**config.mk**
```make
export PLATFORM = sky130hd
export DESIGN_NAME = prime_number_detector
export DESIGN_NICKNAME = d
export VERILOG_FILES = /design/src/rtl/prime_number_detector.sv
export SDC_FILE = /design/constraint.sdc
export NUM_CORES = 1
export LEC_CHECK = 0
export CAP_MARGIN = 10
export CORE_ASPECT_RATIO = 1.1
export CORE_UTILIZATION = 65
export CTS_BUF_LIST = sky130_fd_sc_hd__clkbuf_8
export DETAILED_ROUTE_END_ITERATION = 8
export PLACE_DENSITY = 0.84
export SYNTH_ARGS = -nofsm -noshare
export SYNTH_HDL_FRONTEND = slang
export SYNTH_SLANG_ARGS = --single-unit
```
**constraint.sdc**
```tcl
create_clock -name clk -period 16.9 [get_ports clk]
set_input_delay 3.38 -clock clk [delete_from_list [all_inputs] [get_ports clk]]
set_output_delay 3.38 -clock clk [all_outputs]
set_load 0.01 [all_outputs]
```
**src/rtl/prime_number_detector.sv**
```systemverilog
// Registered smallest-prime-factor, primality and divisibility flags for two 8-bit operands.
// Optional macro PRIME_PIPE_EN adds an input register stage (latency 2 instead of 1).
module prime_number_detector (
    input  logic       clk,
    input  logic       rst,
    input  logic [7:0] A,
    input  logic [7:0] B,
    output logic [7:0] C,
    output logic [3:0] D
);

    // Trial division by the primes up to 13 is enough for any 8-bit value.
    function automatic logic [7:0] f_spf(input logic [7:0] v);
        logic [7:0] res;
        if (v < 8'd2) begin
            res = 8'd0;
        end else if ((v % 8'd2) == 8'd0) begin
            res = 8'd2;
        end else if ((v % 8'd3) == 8'd0) begin
            res = 8'd3;
        end else if ((v % 8'd5) == 8'd0) begin
            res = 8'd5;
        end else if ((v % 8'd7) == 8'd0) begin
            res = 8'd7;
        end else if ((v % 8'd11) == 8'd0) begin
            res = 8'd11;
        end else if ((v % 8'd13) == 8'd0) begin
            res = 8'd13;
        end else begin
            res = v;
        end
        return res;
    endfunction

    function automatic logic f_is_prime(input logic [7:0] v);
        return (v >= 8'd2) && (f_spf(v) == v);
    endfunction

    logic [7:0] w_a;
    logic [7:0] w_b;
    logic       w_valid_in;
    logic [7:0] w_rem;
    logic       w_div;

`ifdef PRIME_PIPE_EN
    logic [7:0] r_a;
    logic [7:0] r_b;
    logic       r_valid1;

    always_ff @(posedge clk) begin
        if (rst) begin
            r_a      <= 8'd0;
            r_b      <= 8'd0;
            r_valid1 <= 1'b0;
        end else begin
            r_a      <= A;
            r_b      <= B;
            r_valid1 <= 1'b1;
        end
    end

    assign w_a        = r_a;
    assign w_b        = r_b;
    assign w_valid_in = r_valid1;
`else
    assign w_a        = A;
    assign w_b        = B;
    assign w_valid_in = 1'b1;
`endif

    // Remainder is only formed for a non-zero divisor; B=0 never counts as dividing.
    assign w_rem = (w_b != 8'd0) ? (w_a % w_b) : 8'd1;
    assign w_div = (w_b != 8'd0) && (w_rem == 8'd0);

    always_ff @(posedge clk) begin
        if (rst) begin
            C <= 8'd0;
            D <= 4'b0000;
        end else begin
            C <= f_spf(w_a);
            D <= {w_valid_in, w_div, f_is_prime(w_b), f_is_prime(w_a)};
        end
    end

endmodule

```
==> results.tsv, run 1 <==
stage	metric	value	unit
run_status	status	complete, but fails checks	
run_status	violations	design-rule violations	
die	die_x	111	um
cts	ctsHoldBuffers	0	
die	core	12700	um^2
final_layout	instances_no_fill	1343	
synthesis	synth_top_area_share	9.09	%
setup_path	slowest_stage	o211ai_1	
setup_path	cp-end-kind	register	
synthesis	synth.area.top_cells	ha_1, a21oi_1, o21ai_0, nand2_1, nor2_1	
setup_path	critPathMaxFanout	31	
synthesis	syn_area	8540	um^2
die	rows	43	
cts	cts.clk_slew.worst_paths	0.06	ns
sta	fin_crit_sh	93.9	%
setup_path	cpLargestDelayFamily	compound AO/OA/AOI/OAI gates	
synthesis	synthCells	1239	
synthesis	syn_nets	1320	
synthesis	ys.flop_type	dfxtp_1	
synthesis	ys_ff_latch	12	
power_and_ir_drop	pwr_density_cell	49.7	nW/um^2
routing	drc	2	
die	ios	30	
setup_path	start_kind	input pin	
setup_path	max_stage_delay	0.56	ns
synthesis	ys_top_cells_by_count	nand2_1, a21oi_1, nor2_1, o21ai_0, ha_1	
die	start_util	67.2	%
cts	cts_sinks	12	
final_layout	n_antenna_cell	0	
cts	cts_htree_levels	1	
routing	drtIter0Drc	1141	
cts	post_cts_buffers	0	
synthesis	synth.distinct_cells	110	
sta	max_freq	0.0630	GHz
cts	clock_path_buffers	2	
cts	root_buffer	clkbuf_8	
power_and_ir_drop	vdd_drop_max	0.0407	mV
synthesis	ys_seq_area_share	2.81	%
sta	hold_violations	0	
min_path	holdPathStages	5	
setup_path	cp_common_cell	o21a_1	
routing	routed_wirelength	25500	um
power_and_ir_drop	p_leak	3.23	nW
grt	grt_pass1_vias	8679	
synthesis	synth_area_leader_cell	ha_1	
final_layout	area_growth	-0.352	%
grt	grt_pass1_wl	41500	um
setup_path	critPathRequiredTime	17.06	ns
sta	drv_slew	0	
grt	antenna_found_initial	0	
sta	tightest_slew	0.832	ns
power_and_ir_drop	finalPower	0.423	mW
cts	ctsResizeCount	0	
min_path	hp-class	in2reg	
routing	dr.pass1.iters	9	
final_layout	stdcell_area	8510	um^2
grt	grt_overflow	0	
place	dp_cells	1339	
sta	finalSetupViolCount	0	
final_layout	num-fill-cells	1135	
setup_path	crit_buf_inv	4	
sta	setup-tns-final	0	ns
setup_path	critPathKind	in2reg	
routing	num_vias	9769	
cts	cts_buffers	3	
place	placed_area	8450	um^2
sta	rsz0062_at_grt	no	
cts	cts_tree	built	
synthesis	yosysMostFrequentCell	nand2_1	
place	dpl.hpwl	18400	um
routing	antenna_left	0	
synthesis	synth-async-reset-ratio	0	%
final_layout	drive_gt1_share	9.19	%
sta	period_needed	15.87	ns
final_layout	nNetsFinal	1268	
synthesis	avgSynthCellArea	6.89	um^2
synthesis	yosysWarnings	0	
flow_run	drv_cap	0	
setup_path	cp_num_cells	57	
routing	wl_per_cell	19.0	um
routing	routed_via_density	7.27	
synthesis	synth_edf_count	0	
die	die_h	122	um
grt	grt_usage	36.5	%
place	io_buffers	29	
sta	slew_headroom	44.4	%
place	gp_congestion	0.987	
setup_path	crit_arrival	16.03	ns
grt	grt_max_degree	68	
die	dieArea	13600	um^2
==> layer usage <==
| metal | global-route usage, % | routed length (um) | up-vias |
|---|---|---|---|
| met5 | 0 | 0 | - |
| met4 | 24.3 | 1590 | 0 |
| met3 | 4.88 | 2230 | 139 |
| met2 | 61.3 | 11800 | 552 |
| met1 | 43.8 | 9970 | 4446 |
| li1 | - | - | 4632 |
==> cells by family (layout without fill, tap and decap cells) <==
logic type	after synthesis	in the layout	share of synthesized area, %
simple gates	477	477	30.6
compound gates	467	467	38.9
buf+inv	145	92	9.48
fa+ha+maj	63	63	9.32
xor+xnor	46	46	4.97
mux	29	29	3.90
flops	12	12	2.81
==> power breakdown <==
group	total, mW	internal [mW]	switching, mW
sequential	0.0320	0.0312	0.000729
combinational	0.358	0.145	0.213
clock	0.0327	0.0206	0.0120
==> cell type report <==
class	count	area, um^2	share of cell area (%)
sequential	12	240	2.82
inverter	40	150	1.76
clock buffer	4	55.1	0.647
multi-input combinational	1082	7490	88.0
tap	157	196	2.31
timing repair buffer	48	378	4.44
==> state kept, by name, indices dropped and copies added (netlist names) <==
name / cells
C: 8
D: 4
==> worst paths after layout <==
| check | start | endpoint | slack (ns) |
|---|---|---|---|
| setup / recovery | B[1] | D[2] | 1.03 |
| hold / removal | B[7] | D[1] | 3.73 |
==> layout by cell type (no fill, tap or decap), types with 19 or more instances in the layout <==
cell      synthesis  layout
nand2_1         100     100
a21oi_1          87      87
nor2_1           86      86
o21ai_0          85      85
ha_1             62      62
nor3_1           37      37
nor2b_1          35      35
inv_1            34      34
xnor2_1          32      32
nand3_1          30      30
nand2b_1         29      29
a21o_1           25      25
o211ai_1         21      21
o22ai_1          21      21
o21a_1           19      19
buf_4            17      19
==> through the flow <==
stage	hold slack, ns	setup WS, ns	utilization, %
6_report	3.73	1.03	67.0
5_1_grt	3.75	0.0364	67.0
4_1_cts	3.73	1.20	67.0
3_5_place_dp	3.99	1.00	66.6
3_3_place_gp	4.00	1.48	66.6
2_1_floorplan	3.45	2.35	-
No activity file was read; power rests on OpenSTA's default activity.
==> inputs of run 2 (changes only) <==
- DONT_BUFFER_PORTS: unset -> 1
- PLACE_DENSITY: 0.84 -> 0.81
==> results.tsv, run 2 (same netlist as run 1, synthesis figures left out) <==
stage	metric	value	unit	change
cts	cts.clk_slew.worst_paths	0.06	ns	about the same
grt	grt_pass1_wl	40300	um	-2.9%
cts	post_cts_buffers	0		unchanged
grt	antenna_found_initial	0		unchanged
place	dpl.hpwl	17600	um	-4.3%
die	dieArea	13600	um^2	unchanged
routing	wl_met2	12000	um	+1.8%
die	core	12700	um^2	unchanged
cts	ctsResizeCount	0		unchanged
run_status	violations	design-rule violations		
sta	fin_crit_sh	90.6	%	-3.3 points
final_layout	largestRegisters	C: 8 flops, D: 4 flops		
setup_path	crit_arrival	15.47	ns	-0.56 ns
setup_path	cp_num_cells	56		-1.8%
die	die_h	122	um	unchanged
sta	hold_violations	0		unchanged
setup_path	critPathKind	in2reg		
min_path	hp-class	in2reg		
setup_path	cpLargestDelayFamily	compound AO/OA/AOI/OAI gates		
power_and_ir_drop	clockPowerShare	8.3	%	+0.6 points
routing	drtIter0Drc	1089		-4.6%
routing	antenna_left	0		unchanged
routing	dr.pass1.iters	8		-1
cts	ctsHoldBuffers	0		unchanged
power_and_ir_drop	pwr_density_cell	46.8	nW/um^2	-5.7%
final_layout	layout_common_cells	nand2_1, a21oi_1, nor2_1		
routing	wl_per_cell	19.5	um	+2.4%
final_layout	area_growth	-4.43	%	
setup_path	cp-end-kind	register		
sta	drv_slew	0		unchanged
die	die_x	111	um	unchanged
routing	routed_wirelength	25300	um	-0.92%
final_layout	n_antenna_cell	0		unchanged
setup_path	cp-endpoint	D[2]		
die	start_util	67.2	%	unchanged
power_and_ir_drop	sw_frac_of_total	50.5	%	-2.8 points
setup_path	start_kind	input pin		
place	gp_congestion	0.987		about the same
setup_path	critPathRequiredTime	17.05	ns	about the same
routing	drc	2		unchanged
final_layout	largest_reg_flops	8		unchanged
sta	tightest_slew	0.830	ns	-0.00149 ns
cts	clock_path_buffers	2		unchanged
power_and_ir_drop	p_seq_share	8.8	%	+1.2 points
power_and_ir_drop	power_switching	0.193	mW	-14%
flow_run	drv_cap	0		unchanged
sta	period_needed	15.32	ns	-0.555 ns
sta	rsz0062_at_grt	no		
setup_path	setup.worst_path.start	B[0]		
grt	grt_usage	35.3	%	-1.2 points
setup_path	cp_common_cell	o21a_1		
sta	setup-tns-final	0	ns	unchanged
run_status	status	complete, but fails checks		
power_and_ir_drop	p_leak	3.05	nW	-5.6%
final_layout	nNetsFinal	1224		-3.5%
cts	root_buffer	clkbuf_8		
routing	m1WireLength	9920	um	-0.54%
setup_path	critPathMaxFanout	19		-39%
routing	maxUsedRoutingLayer	met4		
sta	finalSetupViolCount	0		unchanged
final_layout	num-fill-cells	1195		+5.3%
min_path	min_from	rst		
final_layout	final_common_cell	nand2_1		
routing	routed_via_density	7.41		+1.9%
sta	slew_headroom	44.6	%	+0.21 points
final_layout	drive_gt1_share	7.27	%	-1.9 points
die	rows	43		unchanged
cts	cts_htree_levels	1		unchanged
cts	cts_sinks	12		unchanged
grt	grt_max_degree	71		+4.4%
grt	grt_pass1_vias	8394		-3.3%
setup_path	max_stage_delay	0.55	ns	about the same
power_and_ir_drop	p_comb_share	82.8	%	-1.9 points
power_and_ir_drop	vdd_drop_max	0.0343	mV	-16%
sta	max_freq	0.0653	GHz	+3.6%
power_and_ir_drop	p_int	0.189	mW	-4.1%
routing	wl_met3	2010	um	-9.8%
die	ios	30		unchanged
routing	num_vias	9630		-1.4%
final_layout	utilization	64.3	%	-2.7 points
place	io_buffers	0		-100%
cts	cts_tree	built		
cts	cts_buffers	3		unchanged
final_layout	largest-register	C		
setup_path	crit_buf_inv	2		-2
grt	grt_overflow	0		unchanged
setup_path	slowest_stage	o211ai_1		
[run 2: cell types whose count changed in the layout (fill, tap and decap cells not counted), sizes merged]
cell,previous run,this run
clkdlybuf4s50,18,0
buf,30,4
[run 2: power groups by stage]
stage	logic, mW	clock network [mW]	registers [mW]
2_1_floorplan	0.284	0	0.0341
3_3_place_gp	0.301	0	0.0345
3_5_place_dp	0.308	0	0.0345
4_1_cts	0.310	0.0317	0.0339
5_1_grt	0.347	0.0333	0.0341
6_report	0.317	0.0318	0.0338
[run 2: metrics by stage]
stage	std cells	setup WS (ns)	cell area, um^2	hold slack (ns)	total power [mW]
after floorplan	1239	2.35	8540	3.45	0.318
after global placement	1295	1.84	8110	3.49	0.335
after detailed placement	1295	1.48	8110	3.49	0.343
after CTS	1299	1.69	8160	3.23	0.376
after global routing	1299	0.483	8160	3.24	0.414
final	1299	1.58	8160	3.23	0.382
[run 2: worst min-delay path by stage]
stage,endpoint,slack (ns),cells after the start
5_1_grt,D[3],3.24,1
4_1_cts,D[3],3.23,1
2_1_floorplan,D[3],3.45,1
3_3_place_gp,D[3],3.49,1
3_5_place_dp,D[3],3.49,1
6_report,D[3],3.23,1
[run 2: layout make-up]
type	count	area (um^2)	area share (%)
multi-input cells	1082	7490	91.8
flip-flops and latches	12	240	2.94
well taps	157	196	2.41
inverters	40	150	1.84
clock buffers	4	55.1	0.675
repair buffers	4	30.0	0.368
[run 2: routing by layer]
layer / vias to the layer above / global-route usage, %
li1: 4558 / -
met1: 4427 / 42.1
met2: 511 / 62.1
met3: 134 / 3.38
met4: 0 / 20.4
met5: - / 0
